<file path="src/rtl/mod_enc_shift_ctrl.sv">
// Byte-serial ShiftRows buffer sequencer: loads N bytes, holds the block for the consumer, counts NR rounds.
// Optional macro ENC_SHIFT_CTRL_STALL_CNT_EN adds the saturating stall_cnt output.
module mod_enc_shift_ctrl #(
   parameter int N  = 16,
   parameter int NR = 14
) (
   input  logic        clk,
   input  logic        resetn,
   input  logic        start,
   input  logic        abort,
   input  logic        in_valid,
   input  logic [7:0]  in_byte,
   output logic        in_ready,
   output logic        sh_wr_en,
   output logic [7:0]  sh_inp,
   output logic        blk_valid,
   input  logic        blk_ready,
   output logic        last_round,
   output logic [3:0]  round,
   output logic        busy,
   output logic        done,
   output logic [1:0]  state_dbg
`ifdef ENC_SHIFT_CTRL_STALL_CNT_EN
   ,
   output logic [15:0] stall_cnt
`endif
);

   localparam int              CW       = $clog2(N);
   localparam logic [CW-1:0]   CNT_LAST = CW'(N - 1);
   localparam logic [3:0]      RND_LAST = 4'(NR - 1);

   typedef enum logic [1:0] {
      IDLE = 2'd0,
      LOAD = 2'd1,
      HOLD = 2'd2
   } state_t;

   state_t          state, state_nxt;
   logic [CW-1:0]   byte_cnt, byte_cnt_nxt;
   logic [3:0]      round_nxt;
   logic            blk_valid_nxt;
   logic            done_nxt;

   // Handshakes: a byte moves when in_valid && in_ready on a rising edge; a block is
   // consumed when blk_valid && blk_ready on a rising edge. Neither side may retract early.
   assign in_ready   = (state == LOAD);
   assign sh_wr_en   = in_valid && in_ready;
   assign sh_inp     = in_byte;
   assign last_round = (round == RND_LAST);
   assign busy       = (state != IDLE);
   assign state_dbg  = state;

   always_ff @(posedge clk or negedge resetn) begin
      if (!resetn) begin
         state     <= IDLE;
         byte_cnt  <= '0;
         round     <= '0;
         blk_valid <= 1'b0;
         done      <= 1'b0;
      end else begin
         state     <= state_nxt;
         byte_cnt  <= byte_cnt_nxt;
         round     <= round_nxt;
         blk_valid <= blk_valid_nxt;
         done      <= done_nxt;
      end
   end

   always_comb begin
      state_nxt     = state;
      byte_cnt_nxt  = byte_cnt;
      round_nxt     = round;
      blk_valid_nxt = blk_valid;
      done_nxt      = 1'b0;
      if (abort) begin
         // A byte accepted alongside abort is still written, but its count is dropped.
         state_nxt     = IDLE;
         byte_cnt_nxt  = '0;
         round_nxt     = '0;
         blk_valid_nxt = 1'b0;
      end else begin
         case (state)
            IDLE: begin
               if (start) begin
                  state_nxt    = LOAD;
                  byte_cnt_nxt = '0;
                  round_nxt    = '0;
               end
            end
            LOAD: begin
               if (sh_wr_en) begin
                  if (byte_cnt == CNT_LAST) begin
                     byte_cnt_nxt  = '0;
                     state_nxt     = HOLD;
                     blk_valid_nxt = 1'b1;
                  end else begin
                     byte_cnt_nxt = byte_cnt + 1'b1;
                  end
               end
            end
            HOLD: begin
               if (blk_ready) begin
                  blk_valid_nxt = 1'b0;
                  if (round == RND_LAST) begin
                     round_nxt = '0;
                     done_nxt  = 1'b1;
                     state_nxt = IDLE;
                  end else begin
                     round_nxt = round + 4'd1;
                     state_nxt = LOAD;
                  end
               end
            end
            default: begin
               state_nxt = IDLE;
            end
         endcase
      end
   end

`ifdef ENC_SHIFT_CTRL_STALL_CNT_EN
   logic stall_evt;
   assign stall_evt = ((state == LOAD) && !in_valid) || ((state == HOLD) && !blk_ready);

   // Cleared only by a start that actually launches a block; abort leaves it intact.
   always_ff @(posedge clk or negedge resetn) begin
      if (!resetn) begin
         stall_cnt <= '0;
      end else if ((state == IDLE) && start && !abort) begin
         stall_cnt <= '0;
      end else if (stall_evt && (stall_cnt != 16'hFFFF)) begin
         stall_cnt <= stall_cnt + 16'd1;
      end
   end
`endif

endmodule
</file>
<file path="config.mk">
export PLATFORM = sky130hd
export DESIGN_NAME = mod_enc_shift_ctrl
export DESIGN_NICKNAME = d
export VERILOG_FILES = /design/src/rtl/mod_enc_shift_ctrl.sv
export SDC_FILE = /design/constraint.sdc
export NUM_CORES = 1
export LEC_CHECK = 0
export CAP_MARGIN = 20
export CORE_UTILIZATION = 25
export DETAILED_ROUTE_END_ITERATION = 16
export GPL_TIMING_DRIVEN = 0
export HOLD_SLACK_MARGIN = 0.08
export PLACE_DENSITY_LB_ADDON = 0.12
export SYNTH_ARGS = -nofsm -noshare
export SYNTH_HDL_FRONTEND = slang
export SYNTH_SLANG_ARGS = --single-unit
</file>
<file path="constraint.sdc">
create_clock -name clk -period 1.95 [get_ports clk]
set_clock_uncertainty 0.15 [all_clocks]
set_input_delay 0.195 -clock clk [delete_from_list [all_inputs] [get_ports clk]]
set_output_delay 0.195 -clock clk [all_outputs]
set_load 0.005 [all_outputs]
</file>
# Word-level counts from Yosys, hierarchy flattened
# Index checks and enable logic that the tools add are counted.
[word_totals]
input_bits = 14
word_cells = 50
regBits = 12
[classes]
eq_ne = 8
n_reduce_logical = 10
muxes = 25
add_sub_neg = 2
[op_table]
columns = ["operator", "count"]
rows = [
  ["$mux W4", 7],
  ["$pmux W4 S2", 2],
  ["$mux W2", 5],
  ["$mux W1", 9],
  ["$reduce_bool A3 Y1", 3],
  ["$add A4 B1 Y4 const B", 2],
  ["$eq A4 B4 Y1 const B", 2],
  ["$reduce_and A4 Y1", 2],
  ["$ne A3 B2 Y1 const B", 2],
  ["$ne A3 B3 Y1 const B", 2],
  ["$pmux W2 S3", 1],
  ["$reduce_and A3 Y1", 2],
  ["$eq A2 B1 Y1 const B", 1],
  ["$eq A2 B2 Y1 const B", 1],
  ["$logic_not A2 Y1", 1],
  ["$pmux W1 S2", 1],
  ["$reduce_bool A2 Y1", 1],
  ["$logic_and A1 B1 Y1", 1],
]

# Logic depth before layout (Yosys ltp)
# Gate-level depths: netlist of run 1.
[logic_depth]
word_depth = 5
depth_mapped = 6

# Worst setup path before layout of run 1
# OpenSTA, ideal clock, no wires.
[synth_path]
path_kind = "reg-to-reg"
start = "register round[0]"
end = "register round[1]"
stages_incl_launch_ff = 6
period_less_slack_ns = 1.708
slack_ns = 0.242
path_buffers = 1
setup_ns = 0.079
required_ns = 1.721
t_arrival_ns = 1.478
path_cell_list = "dfrtp_1 ha_1 and3_1 buf_6 or4_1 mux2i_1"
[synth_between]
elab_chain_len = 5
[synth_rtl]
columns = ["element", "line_no", "rtl"]
rows = [
  ["start: declaration", "19", "output logic [3:0] round,"],
  ["start signal: assignment", "64", "round <= round_nxt;"],
  ["$eq A4 B4 Y1", "n/a", ""],
  ["named net last_round", "18", "output logic last_round,"],
  ["$mux W4", "105", "if (round == RND_LAST) begin"],
  ["$mux W4", "103", "if (blk_ready) begin"],
  ["$pmux W4 S2", "83", "case (state)"],
  ["$mux W4", "76", "if (abort) begin"],
]
# The timed path passes the listed nets, and every way through them passes these cells. The select of a mux whose other input is x is not followed.
# A chain may end at the register's enable or synchronous reset.

# Final worst setup path of run 1
[layout_path]
start = "register state[1] (netlist: state_dbg[1])"
end = "output busy"
[layout_between]
elab_chain_len = 1
[layout_rtl]
columns = ["element", "line_no", "rtl"]
rows = [
  ["start: declaration", "39", "state_t state, state_nxt;"],
  ["start signal: assignment", "62", "state <= state_nxt;"],
  ["$reduce_bool A2 Y1", "51", "assign busy = (state != IDLE);"],
  ["end: declaration", "20", "output logic busy,"],
]
# No other way between the ends.

==> results.md, run 1 <==
- Status: completed
- Starting density of the core: about a quarter
- Detail Route Antenna Nets: 0
- Port Buffers: 25
- Mapped cell area: ~790 um^2
- Top post-synthesis cells by area: dfrtp_1 38%, buf_4 7.6%, mux2i_1 6.3%, ha_1 4.7%, inv_1 4.7%
- Crit-path cells: buf_6 > or2_2 > clkdlybuf4s50_1
- TritonRoute pass-1 iters: 4
- Top-area cell type share of the netlist area: a little under two fifths
- CTS tree: done
- CTS H-tree depth: 1
- Die Ht: slightly below 60 um
- Layout Area Growth over Synthesis: 46.77%
- Clk Latency, worst-skew pair: about 0.28 ns
- Core area: 0.003028 mm^2
- Tightest Pin Transition: a little over 0.6 ns
- GR Overflow Total: 0
- Synth cell types: 34
- WL/cell: between 10 and 15 um
- Inst Count DP: around 150
- Crit share post-route: 97.17%
- Num CTS Buffers: 3
- Buf/Inv on CP: 2
- Total negative slack: 0 ns
- Worst-path clk slew: around 0.08 ns
- Fraction of layout cells with a size suffix above 1: approximately a fifth
- Required @ worst endpoint: around 1.6 ns
- HP Class: input port to asynchronous set/reset pin
- CTS Hold Buffers Added: 0
- Clk pwr share: 33.4%
- Pre-CTS WS: 0.09219 ns
- Design area: between 0.001 and 0.0015 mm^2
- Worst setup margin: approximately 0.055 ns
- CP endpoint kind: output pin
- Register area share after synthesis: a little under two fifths
- Fmax: around 530 MHz
- DRC: 0
- Post-synth EDFFs: 0
- Critical Path Source Type: flip-flop
- Comb pwr share: between 20% and 30%
- Crit Path Max Fanout: 10
- Kind of critical path: flip-flop to output pin
- Post-synth net total: 99
- Final Hold Fails: 0
- Pwr Density: 541.0 mW/mm^2
- GR Util met1: roughly 14%
- Fin crit period: around 1.9 ns
- First-pass GRT wire length: ~2800 um
- CTS root buffer: clkbuf_4
- Final wirelength: around 1700 um
- Commonest cells post-synth: 12 x dfrtp_1, 10 x inv_1, 8 x buf_4
- Total I/O pin count: 34
- Max incr delay on CP: around 0.44 ns
- Avg Inst Size Synth: 9.689 um^2
- Pleak: between 0.5 and 0.6 nW
- Crit path DAT: ~1.6 ns
- Pint: 0.4655 mW
- Die Area: ~0.0034 mm^2
- Mapped Cells: between 80 and 90
- Pins Over Slew Limit: 0
- Worst slew margin: around three fifths
- VDD IR-drop max: between 0.3 and 0.4 mV
- Switch Pwr: approximately 0.17 mW
- Sw Share: 26.21%
- Met2 Usage GRT: between 10% and 20%
- Met3 Track Usage GR: under 10%
- Post-DP Area: 0.001100 mm^2
- Number of global-route vias before repair: around 630
- # rows: 20
- Async S/R FF share, synth: 100.0%
- CP max-delay cell: clkdlybuf4s50_1
- Most used DFF post-synth: dfrtp_1
- Most used routing layer: met2
- HPWL after DPL: around 1300 um
- Synth Register Bits: 12
- Vias: between 600 and 700
- Layout Nets: 132
- Initial antenna violation count: 0
- Final setup viols: 0
- GRT Resource Usage Total: approximately 11%
- Placer Congestion: ~0.77
- R2R cell count: 6
- Most common cell in the netlist: dfrtp_1
- Iteration-0 DRC Markers: 14
- Crit. path cell count: 3
- Sequential share of power: between 40% and 50%
- ANT cells: 0
- Final core occ: between 30% and 40%
- Non-filler instance count after layout: roughly 160
- Biggest area consumer among synthesized cells: dfrtp_1
- CTS sink cnt: 12
- Synth warn: 0
- MaxCap Viol Count: 0
- Chip width: a little under 60 um
- CTS Buffer Depth: 2
- Kind of cell adding the most delay to the critical path: buffers and inverters
- Largest net degree at the start of global routing: 14
- Vias per cell: ~4.3
-- cell type report --
class	instances	area, um^2
multi-input cells	49	375.4
repair buffers	29	277.8
fillers	320	1862
inverters	10	37.54
well taps	44	55.05
flip-flops and latches	12	301.5
clock buffers	4	36.28
plain buffers	10	82.58
-- final timing paths --
path                                                 end  slack (ns)                      from
worst max-delay path                                busy        0.06  state_dbg[1]$_DFFE_PN0P_
worst min-delay path                round[1]$_DFFE_PN0P_        0.14                    resetn
worst max register to register      round[1]$_DFFE_PN0P_        0.21      round[1]$_DFFE_PN0P_
worst min register to register   byte_cnt[0]$_DFFE_PN0P_        0.36   byte_cnt[0]$_DFFE_PN0P_
max in group asynchronous       state_dbg[0]$_DFFE_PN0P_        1.09                    resetn
min in group clk                 byte_cnt[0]$_DFFE_PN0P_        0.36   byte_cnt[0]$_DFFE_PN0P_
-- cells by family after synthesis --
group,share of synthesized area [%]
compound gates,13.54
fa+ha+maj,4.725
buf+inv,14.96
flops,37.80
mux,6.299
simple gates,22.68
-- worst register-to-register path, stage by stage, from the launching register on --
cell,delay (ns)
dfrtp_1,0.37
inv_1,0.06
ha_1,0.17
and3_1,0.18
buf_6,0.12
or4_1,0.45
mux2i_1,0.15
-- routing by layer --
| layer | up-vias | share of wire [%] |
|---|---|---|
| met2 | 17 | 45 |
| met4 | 0 | 1.7 |
| met1 | 309 | 47 |
| met5 | - | 0 |
| li1 | 347 | - |
| met3 | 4 | 5.9 |
-- what timing repair did --
item / in CTS / in global routing
resized for setup: 4 / 1
setup endpoints to repair: 4 / 2
setup buffers: 3 / 1
gates cloned: 0 / 0
-- power groups by stage --
stage / Combinational, mW / Sequential [mW] / Clock (mW)
final: 0.148 / 0.272 / 0.211
after CTS: 0.148 / 0.272 / 0.216
after global routing: 0.162 / 0.275 / 0.231
after detailed placement: 0.153 / 0.270 / 0
after global placement: 0.154 / 0.270 / 0
after floorplan: 0.0741 / 0.269 / 0
-- flip-flops by register name, summed over array words and instances, names as in the netlist --
register and flops:
state_dbg 2, done 1, round 4, byte_cnt 4
blk_valid 1
-- metrics by stage --
| stage | power, mW | hold WS [ns] |
|---|---|---|
| 2_1_floorplan | 0.3436 | -0.2506 |
| 3_3_place_gp | 0.4242 | 0.3431 |
| 3_5_place_dp | 0.4236 | 0.3509 |
| 4_1_cts | 0.6358 | 0.1472 |
| 5_1_grt | 0.6679 | 0.1597 |
| 6_report | 0.6309 | 0.1360 |
-- placed cells by master (no fill, tap or decap), types with 3 or more instances in the layout --
cell type	synthesis	final
inv_1	10	10
dfrtp_1	12	11
buf_4	8	12
clkbuf_4	0	3
clkdlybuf4s50_1	0	23
mux2i_1	5	5
o21ai_0	3	3
nand2b_1	4	4
nand3_1	4	4
ha_1	3	3
(Power assumes the default switching activity.)
==> run 2: changes to the inputs <==
--- a/config.mk
+++ b/config.mk
@@ -5,7 +5,6 @@
 export SDC_FILE = /design/constraint.sdc
 export NUM_CORES = 1
 export LEC_CHECK = 0
-export CAP_MARGIN = 20
 export CORE_UTILIZATION = 25
 export DETAILED_ROUTE_END_ITERATION = 16
 export GPL_TIMING_DRIVEN = 0
==> results of run 2 <==
No change in the layout: final DEF, timing and power equal those of run 1.
